==> src/rtl/round_robin_lock_arbiter.sv <==
// Round-robin lock arbiter: four requesters share one multi-cycle resource.
// The owner keeps its grant until done or until the hold limit forces release.
module round_robin_lock_arbiter #(
    parameter int MAX_HOLD = 8
) (
    input  logic       clk,
    input  logic       rstn,
    input  logic [3:0] req,
    input  logic       enable,
    input  logic       done,
    output logic [3:0] grant,
    output logic       busy,
    output logic       timeout
);

    typedef enum logic {
        IDLE,
        HOLD
    } state_t;

    localparam logic [7:0] LIMIT = 8'(MAX_HOLD - 1);

    state_t     state;
    logic [3:0] pend;
    logic [3:0] cand;
    logic [3:0] issue;
    logic [1:0] ptr;
    logic [1:0] win;
    logic [1:0] idx;
    logic       found;
    logic [7:0] hold_cnt;

    // First candidate in rotating order starting at ptr.
    always_comb begin
        cand  = pend | req;
        issue = '0;
        win   = ptr;
        idx   = ptr;
        found = 1'b0;
        for (int k = 0; k < 4; k++) begin
            idx = ptr + 2'(k);
            if (!found && cand[idx]) begin
                found = 1'b1;
                win   = idx;
            end
        end
        if (state == IDLE && enable && found) begin
            issue = 4'b0001 << win;
        end
    end

    always_ff @(posedge clk or negedge rstn) begin
        if (!rstn) begin
            state    <= IDLE;
            pend     <= '0;
            ptr      <= '0;
            hold_cnt <= '0;
            grant    <= '0;
            busy     <= 1'b0;
            timeout  <= 1'b0;
        end else begin
            pend <= (pend | req) & ~issue;
            unique case (state)
                IDLE: begin
                    timeout <= 1'b0;
                    if (|issue) begin
                        grant    <= issue;
                        busy     <= 1'b1;
                        hold_cnt <= '0;
                        ptr      <= win + 2'd1;
                        state    <= HOLD;
                    end else begin
                        grant <= '0;
                        busy  <= 1'b0;
                    end
                end
                HOLD: begin
                    if (done) begin
                        grant   <= '0;
                        busy    <= 1'b0;
                        timeout <= 1'b0;
                        state   <= IDLE;
                    end else if (hold_cnt == LIMIT) begin
                        grant   <= '0;
                        busy    <= 1'b0;
                        timeout <= 1'b1;
                        state   <= IDLE;
                    end else begin
                        hold_cnt <= hold_cnt + 8'd1;
                        timeout  <= 1'b0;
                    end
                end
                default: begin
                    state <= IDLE;
                    grant <= '0;
                    busy  <= 1'b0;
                end
            endcase
        end
    end

endmodule
==> config.mk <==
export PLATFORM = sky130hd
export DESIGN_NAME = round_robin_lock_arbiter
export DESIGN_NICKNAME = d
export VERILOG_FILES = /design/src/rtl/round_robin_lock_arbiter.sv
export SDC_FILE = /design/constraint.sdc
export NUM_CORES = 1
export LEC_CHECK = 0
export CAP_MARGIN = 40
export CORE_ASPECT_RATIO = 0.8
export CORE_UTILIZATION = 48
export CTS_CLUSTER_DIAMETER = 80
export DETAILED_ROUTE_END_ITERATION = 7
export GPL_TIMING_DRIVEN = 0
export PLACE_DENSITY = 0.73
export SLEW_MARGIN = 15
export SYNTH_ARGS = -nofsm -noshare
export SYNTH_HDL_FRONTEND = slang
export SYNTH_SLANG_ARGS = --single-unit
==> constraint.sdc <==
create_clock -name clk -period 3.3 [get_ports clk]
set_input_delay 0.495 -clock clk [delete_from_list [all_inputs] [get_ports clk]]
set_output_delay 0.495 -clock clk [all_outputs]
set_load 0.01 [all_outputs]
# Yosys cells after proc, flatten, opt, wreduce, memory -nomap -nowiden
# Index checks and enable logic that the tools add are counted.
op_classes:
  addsub: 5
  magnitude_cmp: 4
  eq_ne: 5
  n_shift: 1
  muxes: 34
  bitwise: 4
  n_reduce_logical: 11
op_table:
  columns: ["cell", "count"]
  rows:
  - ["8-bit two-way mux", 3]
  - ["4-bit two-way mux", 4]
  - ["8-bit case mux with 2 select lines", 1]
  - ["1-bit two-way mux", 15]
  - ["2-bit by 3-bit less-than comparator with 1-bit output (second input constant)", 4]
  - ["8-bit by 1-bit adder with 8-bit output (second input constant)", 1]
  - ["1-bit binary-select mux with 2-bit select", 4]
  - ["8-bit by 3-bit == test with 1-bit output (second input constant)", 1]
  - ["4-bit case mux with 2 select lines", 1]
  - ["2-bit two-way mux", 3]
  - ["1-bit case mux with 2 select lines", 3]
  - ["1-bit logical AND", 5]
  - ["2-bit by 1-bit adder with 2-bit output (second input constant)", 2]
  - ["2-bit adder (second input constant)", 2]
  - ["4-bit bitwise AND", 1]
  - ["2-bit inequality test (second input constant)", 2]
  - ["4-bit inverter", 1]
  - ["4-bit OR", 1]
  - ["4-bit OR reduction", 1]
  - ["1-bit by 2-bit left shift with 4-bit output (first input constant)", 1]
  - ["1-bit zero test", 3]
  - ["3-bit by 2-bit inequality test with 1-bit output (second input constant)", 1]
  - ["3-bit AND reduction", 1]
  - ["2-bit by 1-bit inequality test with 1-bit output (second input constant)", 1]
  - ["2 further kinds", 2]
word_totals:
  regBits: 21
  input_bits: 8
  out_inout_bits: 6

# Logic depth before layout (Yosys ltp)
logic_depth:
  ltp_word: 18
  ltp_mapped: 10

# Worst setup path before layout
# No wires, ideal clock.
synth_path:
  path_type: "input to register"
  start: "in req[0]"
  end: "reg ptr[1]"
  setup_ns: 0.128
  arrival_time_ns: 3.277
  required_time_ns: 3.172
  slack_ns: -0.105
  path_stages: 9
  n_path_buf: 1
  path_cell_list: "or4_4 > o2bb2ai_1 > a222oi_1 > inv_1 > ha_1 > or4_1 > o2111ai_1 > buf_4 > mux2_1"
synth_via:
  elab_chain_cells: 17
synth_rtl:
  columns: ["element", "line", "rtl"]
  rows:
  - ["start: declaration", "8", "input logic [3:0] req,"]
  - ["4-bit OR (*)", "35", "cand = pend | req;"]
  - ["1-bit binary-select mux with 2-bit select", "42", "if (!found && cand[idx]) begin"]
  - ["1-bit two-way mux (not written as such)", "42", null]
  - ["1-bit two-way mux", "42", null]
  - ["1-bit zero test", "42", null]
  - ["1-bit logical AND", "42", null]
  - ["1-bit two-way mux", "42", null]
  - ["1-bit zero test", "42", null]
  - ["1-bit logical AND", "42", null]
  - ["1-bit two-way mux", "42", null]
  - ["1-bit zero test", "42", null]
  - ["1-bit logical AND", "42", null]
  - ["2-bit two-way mux or 1-bit two-way mux (tied branches)", "42", null]
  - ["1-bit by 2-bit left shift with 4-bit output or 1-bit logical AND (tied branches)", "48, 47", null]
  - ["4-bit two-way mux", "47", "if (state == IDLE && enable && found) begin"]
  - ["4-bit OR reduction", "66", "if (|issue) begin"]
  - ["2-bit AND reduction (no source line)", null, null]
  - ["end signal: assignment", "70", "ptr <= win + 2'd1;"]
  - ["end: declaration", "27", "logic [1:0] ptr;"]
# Mark *: on every way between the ends. The rest lies on a longest branch, timed or not. The select of a mux whose other input is x is not followed.
# A chain may end at the register's enable or synchronous reset.

# Final worst setup path
layout_path:
  start: "in req[2]"
  end: "reg ptr[1]"
# The elaborated chain is that of the path after synthesis.

==> results.cfg <==
[place]
port_buffers = 13
post_dp_cell_area_sq_mm = 0.001320
gp_congestion = 0.8580
pre_cts_slack_ps = -725.1
dpl.cell_count = 144
post-dp-hpwl_um = 1833

[worst_setup_path]
crit_arrival_ps = 3520
r2r_slack_ps = 90
crit_top_cell = or4_4
cp-start-kind = input port
r2r-end = ptr[1]
reg2reg_depth = 9
cp-end-kind = register
critPathKind = in -> reg
required_ps = 3520
cp_cell_sequence = clkdlybuf4s50_1, or4_4, o2bb2ai_2, a222oi_1, inv_1, ha_2, or4_4, o2111ai_4, buf_6, mux2_1
r2r_start = pend[2]
slowest_stage = or4_4
critPathMaxStageDelay_ps = 560
cp_max_fo = 4

[global_route]
grt.overflow.total = 0
top_usage_layer = met2
grt_pass1_vias = 918
grt_max_degree = 14
antenna_found_initial = 0
grt_util_all_layers = 0.2286
grt_use_met2 = 0.3286
use_met1 = 0.3224
grt_pass1_wl_um = 4319
met3_usage = 0.06818

[synth]
yosys_warnings = 0
synth-seq-cells = 21
ys_seq_area_frac = 0.4651
syn_area_per_cell_sq_um = 10.76
yosysUniqueCellTypes = 40
synth_edf_count = 0
async_flop_share = 1.000
ys.flop_type = dfrtp_1
postSynthCellCount = 105
netlist_area_sq_mm = 0.001130
syn-num-nets = 118

[final_layout]
n_antenna_cell = 0
fin_cells = 157
nFillCells = 166
final_layout_size_suffix_gt1_frac = 0.2197
fin_nets = 146
final_area_sq_mm = 0.001453
multi_input_area_sq_um = 614.3
seq_area_sq_um = 525.5
synthToLayoutAreaGrowth_pct = 28.57

[sta]
slew-limit-headroom = 0.6153
holdWs_ps = 509.1
fin_ws_ps = -0.4818
finalSetupViolations = 1
slew_violations = 0
fmax_mhz = 303.0
tns_ps = -0.4818
skew_ps = 2.778
finalHoldViolCount = 0
worst_pin_slew_ps = 575.2
min_period_over_period = 1.000
fin_crit_ps = 3300

[clock_network]
cts_buffers = 3
tritoncts = done
clock_latency_ps = 320
cts_sinks = 21
htreeDepth = 1
cts_max_path_buffers = 2
cts.clk_slew.worst_paths_ps = 130
cts.root.buffer_cell = clkbuf_4

[min_path]
min_to = busy
hp-class = reg -> reg
min_path_cells = 2
hp-start = busy

[routing]
firstDrtPassIters = 5
dr.first_iter.drc_count = 41
num_vias = 994
routed_wirelength_um = 2695
ant_nets = 0
avgViaCountPerCell = 6.331
wl_per_cell_um = 17.17
drc_errors = 0

[floorplanning]
rows = 15
start_util = 0.5145
io_pins = 14
dieHeight_um = 45.40
fp.dieW_um = 56.24
die_area_sq_mm = 0.002553
coreArea_sq_mm = 0.002196

[outcome]
outcome = complete, but fails checks
failed_checks = negative setup slack

[pwr]
ir_drop_mv = 0.6413
powerDensity_mw_per_mm2 = 926.7
cellLeakagePower_nw = 0.6130

[run]
drv_cap = 0
## critical path, delay by kind of cell
kind	cells	cell delay [ps]
AOI/OAI and AO/OA	3	720
adders and majority gates	1	230
buffers and inverters	3	750
muxes	1	310
and+or+nand+nor	2	1010
## synthesized netlist by cell type, types with 2 or more instances
master / count / area (sq um)
nand2_1: 7 / 26.28
ha_1: 5 / 62.56
o211ai_1: 3 / 22.52
a21oi_1: 4 / 20.02
buf_2: 2 / 10.01
inv_1: 2 / 7.510
nand3_1: 11 / 55.05
or4_1: 3 / 22.52
inv_2: 2 / 7.510
or4_4: 2 / 22.52
nand3b_1: 4 / 30.03
nor2_1: 6 / 22.52
dfrtp_1: 21 / 525.5
a22o_1: 5 / 43.79
o21ai_1: 2 / 10.01
and3_1: 2 / 12.51
## what timing repair did
action | CTS | global route
gates resized for setup | 3 | 3
hold buffers | 0 | 0
pin swaps | 3 | 6
setup buffers | 6 | 3
endpoints found under the setup margin | 11 | 10
gates cloned | 0 | 0
## logic make-up after synthesis
kind of cell / share of synthesized area
buffers and inverters: 0.02880
AO/OA/AOI/OAI: 0.2459
adder cells (fa/ha/maj): 0.05537
multiplexers: 0.009966
AND/OR/NAND/NOR: 0.1949
flip-flops: 0.4651
## cells in the final DEF, fill, tap and decap left out, types with 4 or more instances in the layout
master            n
a21oi_1           4
a22o_1            5
buf_4             9
clkdlybuf4s50_1  12
dfrtp_1          21
nand2_1           7
nand3_1          11
nand3b_1          4
nor2_1            6
## layout make-up
type | count | share of cell area
plain buffers | 3 | 0.01464
clock buffers | 3 | 0.01550
clock inverters | 1 | 0.005168
inverters | 4 | 0.01034
multi-input cells | 77 | 0.4229
flip-flops and latches | 21 | 0.3618
well taps | 25 | 0.02153
repair buffers | 23 | 0.1481
## routing by layer
layer | vias to the layer above | part of all wire
met5 | - | 0
met4 | 0 | 0.017
met3 | 6 | 0.067
met2 | 51 | 0.44
met1 | 478 | 0.47
li1 | 459 | -
## metrics by stage
step                        util  power (mW)
after floorplan                -      0.8567
after global placement    0.5943       1.011
after detailed placement  0.6011       1.037
after CTS                 0.6427       1.277
after global routing      0.6615       1.431
final                     0.6615       1.346
## state kept, by name (all words and copies together), names as in the netlist
register and flops:
hold_cnt 8, pend 4, grant 4, state 1, ptr 2, busy 1, timeout 1
## where the power goes
group | internal (mW) | switching, mW | total, mW
Sequential | 0.353 | 0.0882 | 0.441
Clock | 0.0464 | 0.0888 | 0.135
Combinational | 0.383 | 0.387 | 0.770
Total | 0.782 | 0.564 | 1.35
## worst max-delay path by stage
stage,slack [ps],start,to,depth (start not counted)
after global placement,-660,req[0],ptr[1],10
final,-0.5,req[2],ptr[1],10
after global routing,-40,req[2],ptr[1],10
after CTS,10,req[2],ptr[1],10
after detailed placement,-730,req[0],ptr[1],10
after floorplan,20,req[0],ptr[1],9
No activity file was read; power rests on OpenSTA's default activity.
==> RTL change, RTL diff (same flow settings) <==
Reset style: synchronous (`rstn`), changed in one clocked block.
--- a/src/rtl/round_robin_lock_arbiter.sv
+++ b/src/rtl/round_robin_lock_arbiter.sv
@@ -51,3 +51,3 @@
 
-    always_ff @(posedge clk or negedge rstn) begin
+    always_ff @(posedge clk) begin
         if (!rstn) begin
Check against the original RTL: differs if rstn is asserted again (counterexample within 4 cycles, from zero or initial values and one cycle with rstn low); with rstn held inactive, the same outputs for 10 cycles.
==> RTL change against the original RTL <==
- utilization decreased by 6.7 points
- sequential cell count unchanged
- area after synthesis decreased by 1.1%
- cell area decreased by 11%
- highest routed layer unchanged
- routed wire length decreased by 5.9%
- non-clock buffer count decreased by 9
- setup slack improved by 0.32 ns
Power is not compared: it rests on default switching activity, and its combinational part moved more than twofold at a synthesized area within 25%.
==> RTL change: results (changes against the original RTL) <==
\begin{tabular}{lr}
\hline
Metric & Value \\
\hline
\multicolumn{2}{l}{\textbf{Setup path}} \\
\quad Arrival time reported for the critical path endpoint & 3.22 ns (was 3.52 ns) \\
\quad Top fanout value on the critical path & 8 (was 4) \\
\quad Cell with the biggest individual delay on the critical path & clkdlybuf4s50\_1 (was or4\_4) \\
\multicolumn{2}{l}{\textbf{GRT}} \\
\quad Combined global-route utilization of all metal layers & 0.2290 (was 0.2286) \\
\quad Global-route track usage on met1 & 0.3086 (was 0.3224) \\
\quad Global routing usage on met3 & 0.06590 (was 0.06818) \\
\quad Largest net degree at the start of global routing & 12 (was 14) \\
\quad Wire length of the first global-routing pass & 4305 um (was 4319 um) \\
\multicolumn{2}{l}{\textbf{Detailed routing}} \\
\quad DRT Pass-1 Iters & 4 (was 5) \\
\quad Detailed Route Iter0 Violations & 16 (was 41) \\
\quad Routed via count & 978 (was 994) \\
\multicolumn{2}{l}{\textbf{CTS}} \\
\quad Worst-skew pair later-pin latency & 0.30 ns (was 0.32 ns) \\
\quad Post CTS Setup Buffer Count & 0 (was 6) \\
\quad Count of instances resized after the clock tree is built & 0 (was 3) \\
\multicolumn{2}{l}{\textbf{Synthesis}} \\
\quad Async S/R FF share, synth & 0 (was 1.000) \\
\quad Sequential fraction of the synthesis area & 0.3763 (was 0.4651) \\
\quad Top\_reg\_cell synth & dfxtp\_1 (was dfrtp\_1) \\
\quad Synth unique cells & 41 (was 40) \\
\quad Top area cells in the synthesized netlist & dfxtp\_1 (38\%), ha\_1 (5.6\%), nand2\_1 (5.0\%) (was dfrtp\_1 (47\%), ha\_1 (5.5\%), nand3\_1 (4.9\%)) \\
\multicolumn{2}{l}{\textbf{Placed design}} \\
\quad Half-perimeter wire length after detailed placement & 1941 um (was 1833 um) \\
\quad Cells after DPL & 158 (was 144) \\
\quad Final RePlAce weighted congestion & 0.7274 (was 0.8580) \\
\multicolumn{2}{l}{\textbf{STA}} \\
\quad Slew at the pin closest to its max-slew limit & 0.4401 ns (was 0.5752 ns) \\
\multicolumn{2}{l}{\textbf{Layout}} \\
\quad Total number of nets in the final design & 151 (was 146) \\
\multicolumn{2}{l}{\textbf{Status}} \\
\quad Status & finished, final reports clean (was finished with violations) \\
\hline
\end{tabular}
RTL change: changes by cell type in the layout (fill, tap and decap cells not counted), sizes merged, moves of 4 or more:
cell,unedited run,this run
or4,5,1
dfrtp,21,0
buf,13,2
a22o,5,0
clkbuf,3,7
nand2,7,15
and3b,0,4
nand3,11,3
dfxtp,0,21
a21boi,1,5
RTL change: worst register-to-register path: cells and delay by family, from the launching register on:
family	cells	cell delay (ns)
AOI/OAI and AO/OA	4	0.59
adders and majority gates	1	0.23
buffers and inverters	2	0.24
DFF	1	0.46
and+or+nand+nor	3	1.13
RTL change: cell families after synthesis:
| group | after synthesis | share of synthesized area |
|---|---|---|
| buffers and inverters | 8 | 0.03471 |
| muxes | 1 | 0.008959 |
| adders and majority gates | 5 | 0.05599 |
| DFF | 21 | 0.3763 |
| and+or+nand+nor | 57 | 0.3192 |
| AOI/OAI and AO/OA | 29 | 0.2049 |
RTL change: routing by layer:
layer  vias to the layer above  part of all wire
met5                         -                 0
met4                         0            0.0067
met3                         2             0.043
met2                        21              0.45
met1                       479              0.50
li1                        476                 -
RTL change: final timing paths:
kind / start / end / slack (ns) / cells after the start
min reg2reg: grant[0]$_SDFFE_PN0P_ / grant[0]$_SDFFE_PN0P_ / 0.46 / 2
max: req[1] / hold_cnt[3]$_SDFFE_PN0P_ / 0.32 / 11
max reg2reg: ptr[1]$_SDFFE_PN0P_ / hold_cnt[3]$_SDFFE_PN0P_ / 0.57 / 10
min: grant[0]$_SDFFE_PN0P_ / grant[0]$_SDFFE_PN0P_ / 0.46 / 2
RTL change: report_power, final:
group / leakage (nW) / internal (mW) / switching, mW
combinational: 0.311 / 0.111 / 0.143
clock: 0.0150 / 0.0472 / 0.0793
sequential: 0.171 / 0.286 / 0.0330
total: 0.497 / 0.445 / 0.255
RTL change: area by class of cell:
class | instances | area (um2) | area share
Multi-Input combinational cell | 92 | 658.1 | 0.5082
Clock buffer | 4 | 26.28 | 0.02029
Sequential cell | 21 | 420.4 | 0.3246
Buffer | 5 | 27.53 | 0.02126
Inverter | 3 | 11.26 | 0.008696
Timing Repair Buffer | 12 | 120.1 | 0.09275
Tap cell | 25 | 31.28 | 0.02415
RTL change: metrics by stage:
step | util | hold WS [ns] | setup TNS [ns] | setup WS (ns)
after global placement | 0.5828 | 0.4433 | 0 | 0.09254
after detailed placement | 0.5828 | 0.4504 | -0.005252 | -0.005252
after global routing | 0.5948 | 0.4807 | 0 | 0.1316
final | 0.5948 | 0.4626 | 0 | 0.3159
after floorplan | - | 0.4492 | 0 | 0.6739
after CTS | 0.5948 | 0.4673 | 0 | 0.3286
